File: config.mk
export PLATFORM = sky130hd
export DESIGN_NAME = piso_serial_tx
export DESIGN_NICKNAME = d
export VERILOG_FILES = /design/src/rtl/piso_serial_tx.sv
export SDC_FILE = /design/constraint.sdc
export NUM_CORES = 1
export LEC_CHECK = 0
export ABC_AREA = 1
export BUFFER_PORTS_ARGS = -buffer_cell sky130_fd_sc_hd__buf_2
export CORE_UTILIZATION = 55
export CTS_CLUSTER_SIZE = 8
export DETAILED_ROUTE_END_ITERATION = 7
export GPL_TIMING_DRIVEN = 0
export PLACE_DENSITY = 0.83
export RECOVER_POWER = 50
export SLEW_MARGIN = 10
export SYNTH_ARGS = -nofsm -noshare
export SYNTH_HDL_FRONTEND = slang
export SYNTH_SLANG_ARGS = --single-unit
File: constraint.sdc
create_clock -name clk_n -period 4.05 [get_ports clk_n]
set_clock_uncertainty 0.2 [all_clocks]
set_input_delay 0.81 -clock clk_n [delete_from_list [all_inputs] [get_ports clk_n]]
set_output_delay 0.81 -clock clk_n [all_outputs]
set_load 0.1 [all_outputs]
File: src/rtl/piso_serial_tx.sv
// Parallel-in/serial-out frame transmitter: start bit, WIDTH data bits, optional
// parity bit, stop bit. All state moves on the falling edge of clk_n, gated by CE.
module piso_serial_tx #(
    parameter int WIDTH      = 8,
    parameter int LSB_FIRST  = 1,
    parameter int PARITY_EN  = 0,
    parameter int PARITY_ODD = 0
) (
    input  logic             clk_n,
    input  logic             clr_n,
    input  logic             CE,
    input  logic             load,
    input  logic [WIDTH-1:0] D,
    output logic             ready,
    output logic             ser_out,
    output logic             busy,
    output logic             done
);

    localparam int CNT_W = $clog2(WIDTH + 1);

    typedef enum logic [2:0] {
        S_IDLE   = 3'd0,
        S_START  = 3'd1,
        S_DATA   = 3'd2,
        S_PARITY = 3'd3,
        S_STOP   = 3'd4
    } state_t;

    state_t             state_q, state_d;
    logic [WIDTH-1:0]   shreg_q, shreg_d;
    logic [CNT_W-1:0]   cnt_q, cnt_d;
    logic               par_q, par_d;
    logic               ser_q, ser_d;
    logic               ready_q, ready_d;
    logic               busy_q, busy_d;
    logic               done_q, done_d;

    function automatic logic head_bit(input logic [WIDTH-1:0] w);
        return (LSB_FIRST != 0) ? w[0] : w[WIDTH-1];
    endfunction

    function automatic logic [WIDTH-1:0] shift_word(input logic [WIDTH-1:0] w);
        return (LSB_FIRST != 0) ? {1'b0, w[WIDTH-1:1]} : {w[WIDTH-2:0], 1'b0};
    endfunction

    // The accumulator holds even parity of the data bits; odd sense inverts it.
    function automatic logic parity_bit(input logic acc);
        return acc ^ (PARITY_ODD != 0);
    endfunction

    // Next-state, shift path and registered-output decode.
    always_comb begin
        state_d = state_q;
        shreg_d = shreg_q;
        cnt_d   = cnt_q;
        par_d   = par_q;
        ser_d   = ser_q;
        done_d  = 1'b0;
        case (state_q)
            S_IDLE: begin
                if (CE && load) begin
                    shreg_d = D;
                    par_d   = 1'b0;
                    cnt_d   = {CNT_W{1'b0}};
                    ser_d   = 1'b0;
                    state_d = S_START;
                end else begin
                    ser_d   = 1'b1;
                end
            end
            S_START: begin
                if (CE) begin
                    ser_d   = head_bit(shreg_q);
                    par_d   = par_q ^ head_bit(shreg_q);
                    shreg_d = shift_word(shreg_q);
                    cnt_d   = cnt_q + CNT_W'(1);
                    state_d = S_DATA;
                end else begin
                    ser_d   = 1'b0;
                end
            end
            S_DATA: begin
                if (!CE) begin
                    ser_d = ser_q;
                end else if (cnt_q == CNT_W'(WIDTH)) begin
                    if (PARITY_EN != 0) begin
                        ser_d   = parity_bit(par_q);
                        state_d = S_PARITY;
                    end else begin
                        ser_d   = 1'b1;
                        state_d = S_STOP;
                    end
                end else begin
                    ser_d   = head_bit(shreg_q);
                    par_d   = par_q ^ head_bit(shreg_q);
                    shreg_d = shift_word(shreg_q);
                    cnt_d   = cnt_q + CNT_W'(1);
                end
            end
            S_PARITY: begin
                if (CE) begin
                    ser_d   = 1'b1;
                    state_d = S_STOP;
                end else begin
                    ser_d   = ser_q;
                end
            end
            S_STOP: begin
                if (!CE) begin
                    ser_d = 1'b1;
                end else if (load) begin
                    done_d  = 1'b1;
                    shreg_d = D;
                    par_d   = 1'b0;
                    cnt_d   = {CNT_W{1'b0}};
                    ser_d   = 1'b0;
                    state_d = S_START;
                end else begin
                    done_d  = 1'b1;
                    ser_d   = 1'b1;
                    state_d = S_IDLE;
                end
            end
            default: begin
                ser_d   = 1'b1;
                state_d = S_IDLE;
            end
        endcase
        ready_d = (state_d == S_IDLE) || (state_d == S_STOP);
        busy_d  = (state_d != S_IDLE);
    end

    // State and output registers; clr_n abandons any frame in flight.
    always_ff @(negedge clk_n or negedge clr_n) begin
        if (!clr_n) begin
            state_q <= S_IDLE;
            shreg_q <= {WIDTH{1'b0}};
            cnt_q   <= {CNT_W{1'b0}};
            par_q   <= 1'b0;
            ser_q   <= 1'b1;
            ready_q <= 1'b1;
            busy_q  <= 1'b0;
            done_q  <= 1'b0;
        end else begin
            state_q <= state_d;
            shreg_q <= shreg_d;
            cnt_q   <= cnt_d;
            par_q   <= par_d;
            ser_q   <= ser_d;
            ready_q <= ready_d;
            busy_q  <= busy_d;
            done_q  <= done_d;
        end
    end

    assign ser_out = ser_q;
    assign ready   = ready_q;
    assign busy    = busy_q;
    assign done    = done_q;

endmodule

Word level (Yosys, flattened, before mapping). Cells that the tools add are included.

Bits of input ports: 12. Word-level logic and storage cells: 61. Flip-flop bits (word level): 19. Output and inout port bits: 4.

$add $sub $neg: 1. Reduce and logical (&&, ||, !) cells: 8. Muxes and demuxes: 32. Equal/unequal tests: 13.

Operators by type and width (number): 2-to-1 mux 8 bit (6); case mux 8 bit (4 select lines) (1); 2-to-1 mux 4 bit (6); 2-to-1 mux 3 bit (6); case mux 4 bit (4 select lines) (1); case mux 3 bit (5 select lines) (1); != test 2 bit (second input constant) (7); 2-to-1 mux 1 bit (10); AND reduction 7 bit (1); equality test 3 x 2 -> 1 bit (second input constant) (2); equality test 3 bit (second input constant) (2); logical NOT 3 bit (2); case mux 1 bit (5 select lines) (1); adder 4 x 1 -> 4 bit (second input constant) (1); equality test 4 bit (second input constant) (1); nonzero test 4 bit (1); equality test 3 x 1 -> 1 bit (second input constant) (1); nonzero test 3 bit (1); AND reduction 2 bit (1); logical AND 1 bit (1); logical OR 1 bit (1).

Depth between registers and ports, before layout. Gate-level depths: netlist of the first run.

Depth after elaboration: 6. Depth in mapped cells: 10. Mapped depth without buffers: 9.

==> reports/results.ini, run 1 <==
[run_status]
status = finished with violations
failed_checks = setup timing

[worst_setup_path]
cp-end-kind = output port
cp_top_family = flip-flops
timing.rr.end = cnt_q[1]
worstRegToRegCells = 9
crit_buf_inv = 1
r2r_slack_ns = 2.27
r2r_start = cnt_q[0]
path_max_fanout = 2
slowest_stage = dfstp_2
crit_path_start_kind = register
cpPeakStageDelay_ns = 0.55
crit_arrival_ns = 3.11
critPathRequiredTime_ns = 3.04
critPathKind = reg -> out
cp_cell_sequence = buf_12

[cells_and_area]
n_antenna_cell = 0
num-nets-final = 195
finalInstanceArea_sq_mm = 0.00136
syn2layout_area_growth_pct = 14.9
nFillCells = 178
drive_gt1_share_pct = 21.7
final_core_util_pct = 68.6
final_cells = 207

[synth]
synth-edff-count = 0
async_reset_ff_share_pct = 100
synthCells = 160
ys.flop_type = dfrtn_1
yosysTopAreaCell = dfrtn_1
yosys.cell_types.count = 22
synth_nets = 174
synth_common_cells = nand2_1 (55), nand3_1 (27), dfrtn_1 (17)
ys_seq_elements = 19
synthTopCellsByArea = dfrtn_1 (36%), nand2_1 (17%), nand3_1 (11%)
ys_seq_area_share_pct = 40.4
yosys_warnings = 0
postSynthAreaPerCell_sq_um = 7.39
synth_top_cell_area_share_pct = 36.0
netlist_area_sq_mm = 0.00118
yosysMostFrequentCell = nand2_1

[power_and_ir_drop]
ir_drop_uv = 404
pwr-share-clk_pct = 9.7
p_int_uw = 543
swShare_pct = 49.4
p_sw_uw = 529
p_per_area_mw_per_mm2 = 789
power_frac_seq_pct = 30.5
leakagePower_uw = 0.000761
p_comb_share_pct = 59.8

[route]
wl_mm = 2.46
drt_iter0_drc = 38
drcViolationCount = 0
ant_nets = 0
first_pass_iters = 4
wl_per_cell_microns = 11.9
avgViaCountPerCell = 5.28
num_vias = 1093

[placed_design]
placed_cell_area_sq_mm = 0.00129
port_buffers = 15
dpl.cell_count = 202
gp_congestion = 0.885
dp_hpwl_mm = 1.82

[clocking]
cts-root-buf = clkbuf_4
cts_hold_buf = 0
cts_made_buffers = 3
clk_pin_slew_ns = 0.08
htree_levels = 1
cts_sinks = 19
cts_buffer_depth = 2
worstSkewPairLatency_ns = 0.30
tritoncts = done

[global_routing]
grt_max_degree = 20
track_usage_pct = 23.4
grt_overflow = 0
grt_first_pass_wirelength_mm = 4.31
grt_pass1_vias = 1055
grt_antenna_before_repair = 0

[job]
cap_violations = 0

[hold_path]
min_path_cells = 2
hp-start = shreg_q[5]
hold_class = reg -> reg
min_to = shreg_q[5]

[sta]
holdWs_ns = 0.224
worst-slew-pin-transition_ns = 1.02
layout_setup_ws_ns = -0.0653
hold_violations = 0
setup_viol = 2
rsz0062_at_grt = yes
maxSlewViolCount = 0
slew_headroom_pct = 32.0

[floorplanning]
start_util_pct = 59.7
die_w_microns = 48.4
num_rows = 16
die_h_microns = 48.4
dieArea_sq_mm = 0.00234
core_area_sq_mm = 0.00198
io_pins = 16

## per-layer routing
metal | vias to the layer above | part of all wire [%] | GRT usage [%]
li1 | 539 | - | -
met1 | 503 | 42 | 28.3
met2 | 47 | 52 | 42.3
met3 | 4 | 5.2 | 2.83
met4 | 0 | 1.4 | 9.31
met5 | - | 0 | 0
## what timing repair did
action | in CTS | in global routing
setup buffers | 0 | 0
resized for setup | 10 | 1
setup endpoints to repair | 4 | 3
## power groups by stage
stage / combinational (uW) / clock (uW) / sequential (uW)
2_1_floorplan: 374 / 4.64 / 441
3_3_place_gp: 585 / 4.64 / 318
3_5_place_dp: 603 / 4.64 / 321
4_1_cts: 640 / 106 / 325
5_1_grt: 700 / 119 / 336
6_report: 642 / 104 / 327
## worst register-to-register path: stages, from the launching register on
cell	delay, ns
dfrtn_1	0.50
inv_1	0.07
ha_1	0.21
nand3_1	0.11
nor2_1	0.06
nor2_1	0.11
nand3_2	0.11
buf_6	0.16
nand2_1	0.06
nand2_1	0.05
## cell usage in the layout, fill, tap and decap left out
master	n
o21ai_0	3
dfstp_2	2
a21oi_1	1
nand3_1	27
nand2_1	55
o21ai_1	1
nor2_1	13
clkinv_1	2
buf_6	7
buf_12	2
clkbuf_4	3
nor3_1	1
inv_2	2
clkbuf_1	2
buf_2	9
nor2_4	2
ha_1	2
nor2_2	2
nand3_4	1
buf_4	1
clkinv_2	1
nand2_2	4
nand2_4	1
xor2_1	1
nand4_1	1
inv_1	15
nand3_2	2
dfrtn_1	17
## metrics by stage
step           TNS [ns]  setup slack (ns)  power (uW)
6_report         -0.108           -0.0653        1070
3_3_place_gp          0            0.0135         908
4_1_cts          -0.113           -0.0693        1070
3_5_place_dp     -0.165           -0.0301         928
5_1_grt          -0.200            -0.105        1150
2_1_floorplan         0            0.0663         820
## final cells by class
type / instances / area, sq um / area share [%]
tap: 27 / 33.8 / 2.49
clock buffer: 3 / 22.5 / 1.66
clock inverter: 3 / 12.5 / 0.921
timing repair buffer: 15 / 111 / 8.20
multi-input combinational: 117 / 569 / 41.9
inverter: 17 / 63.8 / 4.70
sequential: 19 / 478 / 35.2
buffer: 6 / 67.6 / 4.97
## registers in the layout (all words and copies together) (netlist names)
signal and cells:
done 1, cnt_q 4, state_q 3, ser_out 1
busy 1, shreg_q 8, ready 1
## logic make-up (layout without fill, tap and decap cells)
logic type | Yosys count | after routing | share of synthesized area [%]
flip-flops | 19 | 19 | 40.4
AO/OA/AOI/OAI | 5 | 5 | 2.12
buffers and inverters | 24 | 44 | 11.4
AND/OR/NAND/NOR | 109 | 109 | 43.2
adder cells (fa/ha/maj) | 2 | 2 | 2.12
XOR/XNOR | 1 | 1 | 0.741
## how the worst max path moves through the flow
stage,from,end,slack (ns),depth (start not counted)
global placement,CE,cnt_q[1],0.01,10
CTS,ser_out,ser_out,-0.07,1
floorplan,busy,busy,0.07,0
detailed placement,CE,cnt_q[1],-0.03,10
global route,ser_out,ser_out,-0.11,1
finish,ser_out,ser_out,-0.07,1
(Power assumes the default switching activity.)
==> run 2, diff against run 1 <==
Settings changed: SETUP_SLACK_MARGIN set to 0.4.
==> run 2 against run 1 <==
The flow still finishes with violations (setup timing). Sequential power rose by 8.3%. Final cell count rose by 2.9%. Sequential share of layout area fell by 4.9 points. Count of clock-buffer cells in the layout did not move. Combinational power rose by 35%. Wire length rose by 33%. First-iteration DRC count rose by 21%. Cell area rose by 18%. Highest routed layer unchanged.
==> reports/results.ini, run 2 (same netlist as run 1, synthesis figures left out) <==
[route]
avgViaCountPerCell = 5.60
num_vias = 1192
ant_nets = 0
first_pass_iters = 4
wl_mm = 3.27
wl_per_cell_microns = 15.3
drcViolationCount = 0
drt_iter0_drc = 46

[worst_setup_path]
crit_end = ser_out
cpPeakStageDelay_ns = 0.63
cp-end-kind = output port
crit_buf_inv = 1
worstRegToRegCells = 9
cp_cell_sequence = buf_12
timing.rr.end = shreg_q[4]
cp_top_family = flip-flops
critPathRequiredTime_ns = 3.04
crit_path_start_kind = register
critPathLaunch = ser_out
r2r_start = cnt_q[0]
crit_arrival_ns = 3.18
r2r_slack_ns = 2.14
critPathKind = reg -> out
path_max_fanout = 2
slowest_stage = dfstp_4
cp_num_cells = 1

[sta]
setup_viol = 2
maxSlewViolCount = 0
rsz0062_at_grt = yes
layout_setup_ws_ns = -0.143
worst-slew-pin-transition_ns = 1.01
slew_headroom_pct = 33.0
tns_ns = -0.278
hold_violations = 0

[placed_design]
dp_hpwl_mm = 1.71
port_buffers = 15
dpl.cell_count = 202
gp_congestion = 0.823

[floorplanning]
num_rows = 16
die_w_microns = 48.4
io_pins = 16
start_util_pct = 59.7
die_h_microns = 48.4
core_area_sq_mm = 0.00198
dieArea_sq_mm = 0.00234

[clocking]
tritoncts = done
cts_sinks = 19
cts-root-buf = clkbuf_4
clk_pin_slew_ns = 0.08
cts_made_buffers = 3
htree_levels = 1
worstSkewPairLatency_ns = 0.30
cts_buffer_depth = 2

[cells_and_area]
drive_gt1_share_pct = 40.3
regMostFlops = shreg_q
n_antenna_cell = 0
num-nets-final = 201
layout_common_cells = nand2_1 (39), nand2_2 (18), nand3_1 (17), dfrtn_1 (17), inv_1 (13)
layout_commonest_cell = nand2_1
syn2layout_area_growth_pct = 35.7
largest_reg_flops = 8
final_cells = 213
top_regs = shreg_q: 8 flops, cnt_q: 4 flops, state_q: 3 flops

[power_and_ir_drop]
leakagePower_uw = 0.000840
p_per_area_mw_per_mm2 = 827
ir_drop_uv = 609

[hold_path]
hold_class = reg -> reg

[global_routing]
grt_overflow = 0
grt_pass1_vias = 1064
grt_first_pass_wirelength_mm = 5.00
track_usage_pct = 27.9
grt_antenna_before_repair = 0
grt_max_degree = 20

[run_status]
failed_checks = setup timing
status = finished with violations

[job]
cap_violations = 0

==> run 2: routing by layer <==
| metal | up-vias | GRT usage (%) | wire length [microns] |
|---|---|---|---|
| met3 | 18 | 1.89 | 180 |
| met1 | 556 | 35.0 | 1290 |
| met5 | - | 0 | 0 |
| li1 | 551 | - | - |
| met4 | 0 | 8.82 | 123 |
| met2 | 67 | 50.9 | 1670 |
==> run 2: how the worst min path moves through the flow <==
stage                     startpoint          to  slack (ns)  depth (start not counted)
after floorplan           shreg_q[1]  shreg_q[1]        0.20                          2
after global placement    shreg_q[2]  shreg_q[2]        0.22                          2
after detailed placement  shreg_q[7]  shreg_q[7]        0.23                          2
after CTS                 shreg_q[2]  shreg_q[2]        0.23                          2
after global routing      shreg_q[2]  shreg_q[2]        0.25                          2
final                     shreg_q[2]  shreg_q[2]        0.23                          2
==> run 2: layout make-up <==
cell class | instances | area [sq um]
flip-flops and latches | 19 | 485
well taps | 27 | 33.8
clock inverters | 3 | 11.3
clock buffers | 3 | 22.5
plain buffers | 6 | 71.3
inverters | 17 | 63.8
multi-input cells | 117 | 694
fillers | 115 | 378
repair buffers | 21 | 221
==> run 2: power breakdown <==
group	leakage, uW	total [uW]	switching (uW)	internal [uW]
combinational	0.000574	867	523	343
sequential	0.000240	354	70.1	284
clock	0.0000260	107	68.1	38.5
total	0.000840	1330	662	665
==> run 2: through the flow <==
step / setup WS [ns] / cell area, sq um / util (%) / hold slack [ns] / total power (uW)
finish: -0.143 / 1600 / 80.9 / 0.233 / 1330
global route: -0.148 / 1600 / 80.9 / 0.249 / 1390
CTS: -0.139 / 1540 / 77.7 / 0.231 / 1230
detailed placement: 0.00554 / 1360 / 68.7 / 0.225 / 975
global placement: 0.00602 / 1360 / 68.7 / 0.218 / 954
floorplan: 0.0663 / 1250 / - / 0.203 / 866
==> run 2: timing repair <==
item                       in CTS  in global routing
pin swaps                       2                 14
hold buffers                    0                  0
setup endpoints to repair      15                 15
setup buffers                   2                  2
resized for setup              28                 16
gates cloned                    2                  0
==> run 3, diff against run 2 <==
Clock period 4.05 ns to 4.7 ns, I/O delays scaled along.
==> run 3 against run 2 <==
The flow now finishes without violations. Critical path depth unchanged. Power shrank 28%. Final cell count is 2.8% lower. Die area is the same. First-iteration DRC count shrank 54%. Combinational power fell by 34%. Setup slack better by 0.20 ns. Global-route usage down 4.1 points. Cell area decreased by 13%. Core utilization decreased by 11 points. Worst hold slack worse by 0.0076 ns.
==> reports/results.ini, run 3 (same netlist as run 1, synthesis figures left out) <==
[power_and_ir_drop]
p_per_area_mw_per_mm2 = 687
pwr-share-clk_pct = 10.0
swShare_pct = 48.9
power_uw = 956
ir_drop_uv = 368
p_comb_share_pct = 59.4
leakagePower_uw = 0.000769
power_frac_seq_pct = 30.6
p_int_uw = 489
p_sw_uw = 467

[sta]
rsz0062_at_grt = yes
tns_ns = 0
maxSlewViolCount = 0
hold_violations = 0
worst-slew-pin-transition_ns = 1.05
setup_viol = 0
slew_headroom_pct = 29.7

[worst_setup_path]
crit_arrival_ns = 3.51
critPathRequiredTime_ns = 3.56
cpPeakStageDelay_ns = 0.62
cp_cell_sequence = buf_12
cp-end-kind = output port
critPathKind = reg -> out
cp_top_family = flip-flops
slowest_stage = dfstp_4
crit_path_start_kind = register
crit_buf_inv = 1
path_max_fanout = 1

[cells_and_area]
largest_reg_flops = 8
syn2layout_area_growth_pct = 17.7
num-nets-final = 195
drive_gt1_share_pct = 21.7
regMostFlops = shreg_q
layout_common_cells = nand2_1 (55), nand3_1 (27), dfrtn_1 (17), inv_1 (15), nor2_1 (13)
top_regs = shreg_q: 8 flops, cnt_q: 4 flops, state_q: 3 flops
n_antenna_cell = 0
finalInstanceArea_sq_mm = 0.00139
multi_input_area_sq_um = 569
nFillCells = 175
seq_area_sq_um = 485
layout_commonest_cell = nand2_1

[route]
drt_iter0_drc = 21
avgViaCountPerCell = 5.14
wl_mm = 2.51
ant_nets = 0
wl_per_cell_microns = 12.1
num_vias = 1063
drcViolationCount = 0
first_pass_iters = 4

[global_routing]
grt_antenna_before_repair = 0
track_usage_pct = 23.8
grt_first_pass_wirelength_mm = 4.35
grt_overflow = 0
grt_max_degree = 20
grt_pass1_vias = 1007

[floorplanning]
io_pins = 16
dieArea_sq_mm = 0.00234
start_util_pct = 59.7
num_rows = 16
core_area_sq_mm = 0.00198
die_w_microns = 48.4
die_h_microns = 48.4

[placed_design]
placed_cell_area_sq_mm = 0.00130
dp_hpwl_mm = 1.73
gp_congestion = 0.893
port_buffers = 15

[clocking]
htree_levels = 1
clk_pin_slew_ns = 0.08
cts-root-buf = clkbuf_4
postCtsSetupBuffers = 0
worstSkewPairLatency_ns = 0.30
cts_sinks = 19
cts_made_buffers = 3
cts_buffer_depth = 2
tritoncts = done

[hold_path]
hold_class = reg -> reg

[run_status]
status = finished, final reports clean

[job]
cap_violations = 0

run 3: final cells by class:
type / instances / share of cell area, %
well taps: 27 / 2.43
inverters: 17 / 4.59
clock buffers: 3 / 1.62
clock inverters: 3 / 1.17
flip-flops and latches: 19 / 34.9
plain buffers: 6 / 4.86
multi-input cells: 117 / 40.9
repair buffers: 15 / 9.53
run 3: final timing paths:
check / start / end / slack [ns] / cells past startpoint
min reg2reg: shreg_q[3] / shreg_q[3] / 0.23 / 2
max: ready / ready / 0.05 / 1
min: shreg_q[3] / shreg_q[3] / 0.23 / 2
max in group asynchronous: clr_n / shreg_q[3] / 0.82 / 1
min in group asynchronous: clr_n / busy / 2.82 / 1
max reg2reg: cnt_q[0] / shreg_q[0] / 2.89 / 9
run 3: routing by layer:
metal  global-route usage [%]  vias to the layer above  routed length, microns
li1                         -                      538                       -
met1                     28.9                      488                    1070
met2                     44.4                       32                    1320
met3                     2.83                        5                      89
met4                     6.37                        0                      31
met5                        0                        -                       0
run 3: per-stage QoR:
stage	hold slack, ns	worst slack (ns)	cells	utilization, %
5_1_grt	0.243	0.0159	207	70.2
4_1_cts	0.221	0.0527	207	70.3
3_3_place_gp	0.215	0.201	202	65.5
6_report	0.225	0.0548	207	70.2
3_5_place_dp	0.219	0.196	202	65.5
2_1_floorplan	0.203	0.261	160	-
run 3: worst reg2reg max path, delay by kind of cell, from the launching register on:
kind / cells / cell delay, ns
fa+ha+maj: 1 / 0.22
buf+inv: 2 / 0.24
flops: 1 / 0.52
simple gates: 6 / 0.49
run 3: timing repair:
| action | CTS | global route |
|---|---|---|
| hold endpoints to repair | 0 | 0 |
| setup endpoints to repair | 4 | 4 |
| gates resized for setup | 16 | 0 |
| gates cloned | 0 | 0 |
| hold buffers | 0 | 0 |
run 3: power by group through the flow:
stage | registers, uW | logic [uW] | clock network, uW
2_1_floorplan | 387 | 322 | 3.97
4_1_cts | 290 | 568 | 95.9
5_1_grt | 299 | 621 | 104
3_3_place_gp | 279 | 507 | 3.97
6_report | 292 | 568 | 95.5
3_5_place_dp | 283 | 519 | 3.97
